## config.mk

```make
export PLATFORM = sky130hd
export DESIGN_NAME = coeff_bus_ctrl_flat
export DESIGN_NICKNAME = d
export VERILOG_FILES = /design/src/rtl/coeff_bus_ctrl_if.sv /design/src/rtl/coeff_bus_ctrl.sv /design/src/flat_wrapper.sv
export SDC_FILE = /design/constraint.sdc
export NUM_CORES = 1
export LEC_CHECK = 0
export CELL_PAD_IN_SITES_DETAIL_PLACEMENT = 1
export CELL_PAD_IN_SITES_GLOBAL_PLACEMENT = 2
export CORE_UTILIZATION = 26
export CTS_CLUSTER_SIZE = 40
export DETAILED_ROUTE_END_ITERATION = 12
export MAX_ROUTING_LAYER = met4
export PLACE_DENSITY_LB_ADDON = 0.1
export SETUP_SLACK_MARGIN = 0.05
export SYNTH_ARGS = -nofsm -noshare
export SYNTH_HDL_FRONTEND = slang
export SYNTH_SLANG_ARGS = --single-unit
```

## constraint.sdc

```tcl
create_clock -name clk -period 2.5 [get_ports clk]
set_input_delay 0.375 -clock clk [delete_from_list [all_inputs] [get_ports clk]]
set_output_delay 0.375 -clock clk [all_outputs]
set_load 0.03 [all_outputs]
```

## src/rtl/coeff_bus_ctrl_if.sv

```systemverilog
// Command/response handshake and DSP coefficient port bundled for the coefficient sequencer.
// The slave modport is the sequencer's view and the master modport is the decoder/DSP side.
interface coeff_bus_ctrl_if;
   logic        cmd_valid;
   logic        cmd_ready;
   logic        cmd_write;
   logic [9:0]  cmd_addr;
   logic [7:0]  cmd_wdata;
   logic        rsp_valid;
   logic        rsp_ready;
   logic [7:0]  rsp_rdata;
   logic        rsp_err;
   logic        msg_in;
   logic        coeff_rw;
   logic [9:0]  coeff_addr;
   logic [7:0]  coeff_in;
   logic [7:0]  coeff_read_out;
   logic        flush_req;
   logic [15:0] wr_count;

   modport slave (
      input  cmd_valid, cmd_write, cmd_addr, cmd_wdata, rsp_ready, coeff_read_out,
      output cmd_ready, rsp_valid, rsp_rdata, rsp_err, msg_in, coeff_rw, coeff_addr,
             coeff_in, flush_req, wr_count
   );

   modport master (
      output cmd_valid, cmd_write, cmd_addr, cmd_wdata, rsp_ready, coeff_read_out,
      input  cmd_ready, rsp_valid, rsp_rdata, rsp_err, msg_in, coeff_rw, coeff_addr,
             coeff_in, flush_req, wr_count
   );
endinterface

```

## src/rtl/coeff_bus_ctrl.sv

```systemverilog
// Single-beat coefficient command sequencer: decodes the global map, mirrors broadcast
// writes into both banks, times reads and returns responses with backpressure.
module coeff_bus_ctrl #(
   parameter int unsigned READ_LAT = 2,
   parameter int unsigned NUM_TAPS = 71,
   parameter int unsigned I_BASE   = 128,
   parameter int unsigned Q_BASE   = 256,
   parameter int unsigned BC_BASE  = 512
) (
   input logic            clk,
   input logic            rst,
   coeff_bus_ctrl_if.slave bus
);

   localparam int unsigned CntW = (READ_LAT > 1) ? $clog2(READ_LAT) : 1;

   typedef enum logic [2:0] {StIdle, StWrI, StWrQ, StRdDrv, StRdCap, StResp} state_e;

   state_e          state_q;
   logic            msg_in_q;
   logic            coeff_rw_q;
   logic [9:0]      coeff_addr_q;
   logic [7:0]      coeff_in_q;
   logic            rsp_valid_q;
   logic [7:0]      rsp_rdata_q;
   logic            rsp_err_q;
   logic            flush_req_q;
   logic [15:0]     wr_count_q;
   logic [9:0]      off_q;
   logic            bc_q;
   logic [CntW-1:0] cnt_q;

   logic [10:0] addr_x;
   logic        in_i;
   logic        in_q;
   logic        in_bc;
   logic        dec_err;
   logic [9:0]  dec_off;
   logic [9:0]  dec_addr;

   always_comb begin
      addr_x  = {1'b0, bus.cmd_addr};
      in_i    = (addr_x >= 11'(I_BASE)) && (addr_x < 11'(I_BASE + NUM_TAPS));
      in_q    = (addr_x >= 11'(Q_BASE)) && (addr_x < 11'(Q_BASE + NUM_TAPS));
      in_bc   = (addr_x >= 11'(BC_BASE)) && (addr_x < 11'(BC_BASE + NUM_TAPS));
      dec_err = !(in_i || in_q || (in_bc && bus.cmd_write));
      dec_off = bus.cmd_addr - 10'(BC_BASE);
      if (in_i) begin
         dec_off = bus.cmd_addr - 10'(I_BASE);
      end else if (in_q) begin
         dec_off = bus.cmd_addr - 10'(Q_BASE);
      end
      // Broadcast writes land on the I bank first; the Q strobe follows from off_q.
      dec_addr = in_bc ? (10'(I_BASE) + dec_off) : bus.cmd_addr;
   end

   always_ff @(posedge clk) begin
      if (rst) begin
         state_q      <= StIdle;
         msg_in_q     <= 1'b0;
         coeff_rw_q   <= 1'b0;
         coeff_addr_q <= '0;
         coeff_in_q   <= '0;
         rsp_valid_q  <= 1'b0;
         rsp_rdata_q  <= '0;
         rsp_err_q    <= 1'b0;
         flush_req_q  <= 1'b0;
         wr_count_q   <= '0;
         off_q        <= '0;
         bc_q         <= 1'b0;
         cnt_q        <= '0;
      end else begin
         flush_req_q <= 1'b0;
         case (state_q)
            StIdle: begin
               if (bus.cmd_valid) begin
                  off_q       <= dec_off;
                  bc_q        <= in_bc;
                  rsp_rdata_q <= '0;
                  rsp_err_q   <= 1'b0;
                  if (dec_err) begin
                     state_q     <= StResp;
                     rsp_valid_q <= 1'b1;
                     rsp_err_q   <= 1'b1;
                  end else if (bus.cmd_write) begin
                     state_q      <= StWrI;
                     msg_in_q     <= 1'b1;
                     coeff_rw_q   <= 1'b1;
                     coeff_addr_q <= dec_addr;
                     coeff_in_q   <= bus.cmd_wdata;
                  end else begin
                     state_q      <= StRdDrv;
                     msg_in_q     <= 1'b1;
                     coeff_rw_q   <= 1'b0;
                     coeff_addr_q <= dec_addr;
                     cnt_q        <= CntW'(READ_LAT - 1);
                  end
               end
            end
            StWrI, StWrQ: begin
               if (wr_count_q != 16'hFFFF) begin
                  wr_count_q <= wr_count_q + 16'd1;
               end
               if ((state_q == StWrI) && bc_q) begin
                  state_q      <= StWrQ;
                  coeff_addr_q <= 10'(Q_BASE) + off_q;
               end else begin
                  state_q      <= StResp;
                  msg_in_q     <= 1'b0;
                  coeff_rw_q   <= 1'b0;
                  coeff_addr_q <= '0;
                  coeff_in_q   <= '0;
                  rsp_valid_q  <= 1'b1;
                  flush_req_q  <= 1'b1;
               end
            end
            StRdDrv: begin
               if (cnt_q == '0) begin
                  state_q  <= StRdCap;
                  msg_in_q <= 1'b0;
               end else begin
                  cnt_q <= cnt_q - 1'b1;
               end
            end
            StRdCap: begin
               state_q      <= StResp;
               coeff_addr_q <= '0;
               rsp_rdata_q  <= bus.coeff_read_out;
               rsp_valid_q  <= 1'b1;
            end
            StResp: begin
               if (bus.rsp_ready) begin
                  state_q     <= StIdle;
                  rsp_valid_q <= 1'b0;
                  rsp_rdata_q <= '0;
                  rsp_err_q   <= 1'b0;
               end
            end
            default: state_q <= StIdle;
         endcase
      end
   end

   assign bus.cmd_ready  = (state_q == StIdle) && !rst;
   assign bus.rsp_valid  = rsp_valid_q;
   assign bus.rsp_rdata  = rsp_rdata_q;
   assign bus.rsp_err    = rsp_err_q;
   assign bus.msg_in     = msg_in_q;
   assign bus.coeff_rw   = coeff_rw_q;
   assign bus.coeff_addr = coeff_addr_q;
   assign bus.coeff_in   = coeff_in_q;
   assign bus.flush_req  = flush_req_q;
   assign bus.wr_count   = wr_count_q;

endmodule
```

## src/flat_wrapper.sv

```systemverilog
// flat-port wrapper written by rule: the top's interface ports become plain ports
module coeff_bus_ctrl_flat 
#(
   parameter int unsigned READ_LAT = 2,
   parameter int unsigned NUM_TAPS = 71,
   parameter int unsigned I_BASE   = 128,
   parameter int unsigned Q_BASE   = 256,
   parameter int unsigned BC_BASE  = 512
)
  (clk, rst, bus_cmd_valid, bus_cmd_write, bus_cmd_addr, bus_cmd_wdata, bus_rsp_ready, bus_coeff_read_out, bus_cmd_ready, bus_rsp_valid, bus_rsp_rdata, bus_rsp_err, bus_msg_in, bus_coeff_rw, bus_coeff_addr, bus_coeff_in, bus_flush_req, bus_wr_count);
  coeff_bus_ctrl_if bus_i ();
  input logic clk;
  input logic rst;
  input wire logic [$bits(bus_i.cmd_valid)-1:0] bus_cmd_valid;
  input wire logic [$bits(bus_i.cmd_write)-1:0] bus_cmd_write;
  input wire logic [$bits(bus_i.cmd_addr)-1:0] bus_cmd_addr;
  input wire logic [$bits(bus_i.cmd_wdata)-1:0] bus_cmd_wdata;
  input wire logic [$bits(bus_i.rsp_ready)-1:0] bus_rsp_ready;
  input wire logic [$bits(bus_i.coeff_read_out)-1:0] bus_coeff_read_out;
  output wire logic [$bits(bus_i.cmd_ready)-1:0] bus_cmd_ready;
  output wire logic [$bits(bus_i.rsp_valid)-1:0] bus_rsp_valid;
  output wire logic [$bits(bus_i.rsp_rdata)-1:0] bus_rsp_rdata;
  output wire logic [$bits(bus_i.rsp_err)-1:0] bus_rsp_err;
  output wire logic [$bits(bus_i.msg_in)-1:0] bus_msg_in;
  output wire logic [$bits(bus_i.coeff_rw)-1:0] bus_coeff_rw;
  output wire logic [$bits(bus_i.coeff_addr)-1:0] bus_coeff_addr;
  output wire logic [$bits(bus_i.coeff_in)-1:0] bus_coeff_in;
  output wire logic [$bits(bus_i.flush_req)-1:0] bus_flush_req;
  output wire logic [$bits(bus_i.wr_count)-1:0] bus_wr_count;
  assign bus_i.cmd_valid = bus_cmd_valid;
  assign bus_i.cmd_write = bus_cmd_write;
  assign bus_i.cmd_addr = bus_cmd_addr;
  assign bus_i.cmd_wdata = bus_cmd_wdata;
  assign bus_i.rsp_ready = bus_rsp_ready;
  assign bus_i.coeff_read_out = bus_coeff_read_out;
  assign bus_cmd_ready = bus_i.cmd_ready;
  assign bus_rsp_valid = bus_i.rsp_valid;
  assign bus_rsp_rdata = bus_i.rsp_rdata;
  assign bus_rsp_err = bus_i.rsp_err;
  assign bus_msg_in = bus_i.msg_in;
  assign bus_coeff_rw = bus_i.coeff_rw;
  assign bus_coeff_addr = bus_i.coeff_addr;
  assign bus_coeff_in = bus_i.coeff_in;
  assign bus_flush_req = bus_i.flush_req;
  assign bus_wr_count = bus_i.wr_count;
  coeff_bus_ctrl #(.READ_LAT(READ_LAT), .NUM_TAPS(NUM_TAPS), .I_BASE(I_BASE), .Q_BASE(Q_BASE), .BC_BASE(BC_BASE)) u_core (.clk(clk), .rst(rst), .bus(bus_i));
endmodule
```

==> results.yml <==
power_and_ir_drop:
  combPwrFrac: 0.347
  powerDensity_mw_per_mm2: 789
  p_leak_uw: 0.00186
  pwr-share-clk: 0.332
  p_seq_frac: 0.321
  intPower_uw: 2510
  p_sw_uw: 1310
  switching_share: 0.343
  irDropWorstVdd_uv: 257
place:
  post_dp_cell_area_mm2: 0.00443
  dpl_worst_slack_ns: -0.435
  routabilityCongestion: 0.847
  portBuffers: 78
  dp_hpwl_mm: 7.80
  placed_cells: 626
clock_tree:
  tritoncts: "yes"
  clock_sinks: 62
  htreeDepth: 3
  cts.clk_slew.worst_paths_ns: 0.06
  clock_path_buffers: 2
  cts_buffers: 9
  ctsRootBufferMaster: "clkbuf_16"
  cts_hold_buf: 0
  clk_latency_ns: 0.33
synthesis:
  synth_simple_gate_area_frac: 0.229
  yosys_warnings: 0
  synth-seq-cells: 62
  synth_area_leaders: "dfxtp_1, nand2_1, nor2_1"
  synth_mux_area_frac: 0.0355
  synth_top_area_frac: 0.391
  synth_top_family_by_area: "simple AND/OR/NAND/NOR gates"
  yosysTopAreaCell: "dfxtp_1"
  synth-compound-area-share: 0.227
  synth_flop_cell: "dfxtp_1"
  synth_adder_area_share: 0.0355
  synthCells: 376
  ys_types: 55
  syn-mean-instance-area_um2: 8.44
  synthesis.area_mm2: 0.00317
  syn-num-nets: 416
  synthArstFlopShare: 0
  synth_edf_count: 0
  synthXorXnorAreaFrac: 0.0442
  ys_seq_area_frac: 0.391
worst_hold_path:
  min_path_type: "reg -> reg"
  hp-start: "u_core.bus.msg_in"
  hold_depth: 2
  min_to: "u_core.bus.msg_in"
critical_path:
  required_ns: 2.74
  crit_path_cell_trace: "dlygate4sd2_1, or3_4, o211ai_2, and2_4, xnor2_1, o21a_1, ha_4, a31o_1, o31a_1, o41ai_2"
  critPathSlowestCell: "or3_4"
  r2r-end: "u_core.bus.coeff_addr[7]"
  crit_path_start: "bus_cmd_addr[4]"
  worstPathMaxFanout: 4
  r2r-start: "u_core.state_q[0]"
  r2r_cells: 8
  worstSetupEndpointType: "flop"
  criticalPathCategory: "in -> reg"
  reg2reg_slack_ns: 0.35
  critPathLaunchType: "input port"
  crit_arrival_ns: 2.53
  slowest_delay_ns: 0.40
status:
  outcome: "finished clean"
timing:
  period_minus_slack_ns: 2.29
  finalClockSkew_ns: 0.00524
  setup_viol: 0
  fin_crit_sh: 0.915
  timing.final.ws_setup_ns: 0.213
  relSlewSlack: 0.529
  slew_viol_final: 0
  setup_tns_ns: 0
  max_clock_freq_ghz: 0.437
  worstMarginPinSlew_ns: 0.705
  rsz0062_at_grt: "false"
  hold_viol: 0
route:
  wirelength_mm: 10.5
  routed_via_density: 5.00
  drtPass1Iterations: 4
  wl_per_cell_um: 16.2
  drtAntennaViolNets: 0
  drc: 0
  vias: 3227
  drt_iter0_markers: 113
layout:
  syn_to_final_growth_pct: 52.5
  finalNonFillerCells: 646
  fin_util: 0.415
  fill_cells: 1365
  drive_gt1_frac: 0.195
  final_area_mm2: 0.00484
  fin_nets: 538
  num_antenna_cells: 0
grt:
  grt_pass1_vias: 3410
  grt_max_degree: 31
  grt_first_pass_wirelength_mm: 18.1
  antenna_found_initial: 0
  overflow: 0
  grt_util_all_layers: 0.187
floorplan:
  die_w_um: 112
  initial_core_util: 0.272
  ios: 79
  rows: 39
  dieArea_mm2: 0.0126
  design.core.area_mm2: 0.0117
  die_h_um: 112
flow_run:
  max_cap_violations: 0
-- sequential cells by signal (all words and copies together), names as in the netlist --
name,count
u_core.bus.wr_count,16
u_core.bus.coeff_addr,10
u_core.off_q,10
u_core.bus.coeff_in,8
u_core.bus.rsp_rdata,8
u_core.state_q,3
u_core.bc_q,1
u_core.bus.coeff_rw,1
u_core.bus.flush_req,1
u_core.bus.msg_in,1
u_core.bus.rsp_err,1
u_core.bus.rsp_valid,1
u_core.cnt_q,1
-- cell usage after synthesis (2+ instances only) --
cell type / count
o21a_1: 5
buf_1: 2
dfxtp_1: 62
mux2i_1: 9
o21ai_0: 8
nand2_1: 49
nand3_1: 7
a21oi_1: 24
or3_1: 3
a2bb2oi_1: 2
nor4_1: 2
inv_1: 11
or2_2: 2
o31ai_1: 3
nor3_1: 17
o211ai_2: 2
o31a_1: 4
mux2_2: 2
nor2_1: 41
clkbuf_1: 13
a311oi_1: 4
a211oi_1: 9
buf_2: 2
and2_1: 5
a31oi_1: 3
xor2_1: 4
ha_1: 9
nand2b_1: 4
o311ai_1: 2
and3_1: 5
xnor2_1: 12
a22oi_1: 17
nor2b_1: 3
and4_1: 4
nand4_1: 5
-- cell type report --
cell class              count  area (um2)  share of cell area
well taps                 143         179              0.0370
inverters                  11        41.3             0.00854
clock buffers              10         239              0.0494
repair buffers            129        1180               0.244
flip-flops and latches     62        1240               0.257
multi-input cells         285        1890               0.391
clock inverters             6        61.3              0.0127
-- timing repair --
| action | CTS | global route |
|---|---|---|
| setup buffers | 4 | 0 |
| pin swaps | 9 | 6 |
| resized for setup | 23 | 6 |
| endpoints found under the setup margin | 15 | 22 |
-- worst max-delay path by stage --
stage | end | slack [ns]
after detailed placement | u_core.bus.coeff_addr[9] | -0.43
after CTS | u_core.bus.coeff_addr[9] | 0.05
after global routing | u_core.bus.coeff_addr[9] | 0.11
after floorplan | u_core.bus.coeff_addr[9] | 0.08
final | u_core.bus.coeff_addr[9] | 0.21
after global placement | u_core.bus.coeff_addr[9] | -0.36
-- per-layer routing --
metal  GRT usage  share of wire
met5           -              0
met2       0.290           0.46
met4      0.0729          0.015
met3      0.0319          0.027
met1       0.243           0.50
-- cells in the final DEF (no fill, tap or decap), types with 3 or more instances in the layout --
cell	netlist	routed
a211oi_1	9	8
a21oi_1	24	24
a22oi_1	17	17
a311oi_1	4	4
a31oi_1	3	3
and2_1	5	4
and3_1	5	3
and4_1	4	4
buf_4	0	49
clkbuf_16	0	9
clkdlybuf4s50_1	0	66
clkinv_2	0	3
dfxtp_1	62	62
dlygate4sd2_1	0	8
dlymetal6s2s_1	0	3
ha_1	9	6
inv_1	11	9
mux2i_1	9	9
nand2_1	49	49
nand2b_1	4	4
nand3_1	7	7
nand4_1	5	5
nor2_1	41	41
nor3_1	17	17
o21a_1	5	5
o21ai_0	8	8
o31a_1	4	4
or3_1	3	3
xnor2_1	12	11
xor2_1	4	4
-- stage by stage --
stage | hold WS, ns | power (uW)
floorplan | 0.436 | 1990
global placement | 0.441 | 2550
detailed placement | 0.446 | 2570
CTS | 0.455 | 3870
global route | 0.464 | 4040
finish | 0.446 | 3810
-- logic make-up after synthesis --
group,Yosys count
XOR/XNOR,16
AO/OA/AOI/OAI,97
flip-flops,62
AND/OR/NAND/NOR,152
buffers and inverters,29
multiplexers,11
adder cells (fa/ha/maj),9
-- power by group through the flow --
stage | registers, uW | clock network, uW | logic [uW]
2_1_floorplan | 1410 | 0 | 581
3_3_place_gp | 1240 | 0 | 1310
3_5_place_dp | 1250 | 0 | 1320
4_1_cts | 1230 | 1300 | 1340
5_1_grt | 1250 | 1350 | 1450
6_report | 1220 | 1270 | 1320
-- critical path, delay by kind of cell --
kind	cells	cell delay [ns]
AOI/OAI and AO/OA	5	1.05
and+or+nand+nor	2	0.57
buffers and inverters	1	0.27
adders and majority gates	1	0.18
xor gates and xnor gates	1	0.08
Power figures use the tool's default switching activity.
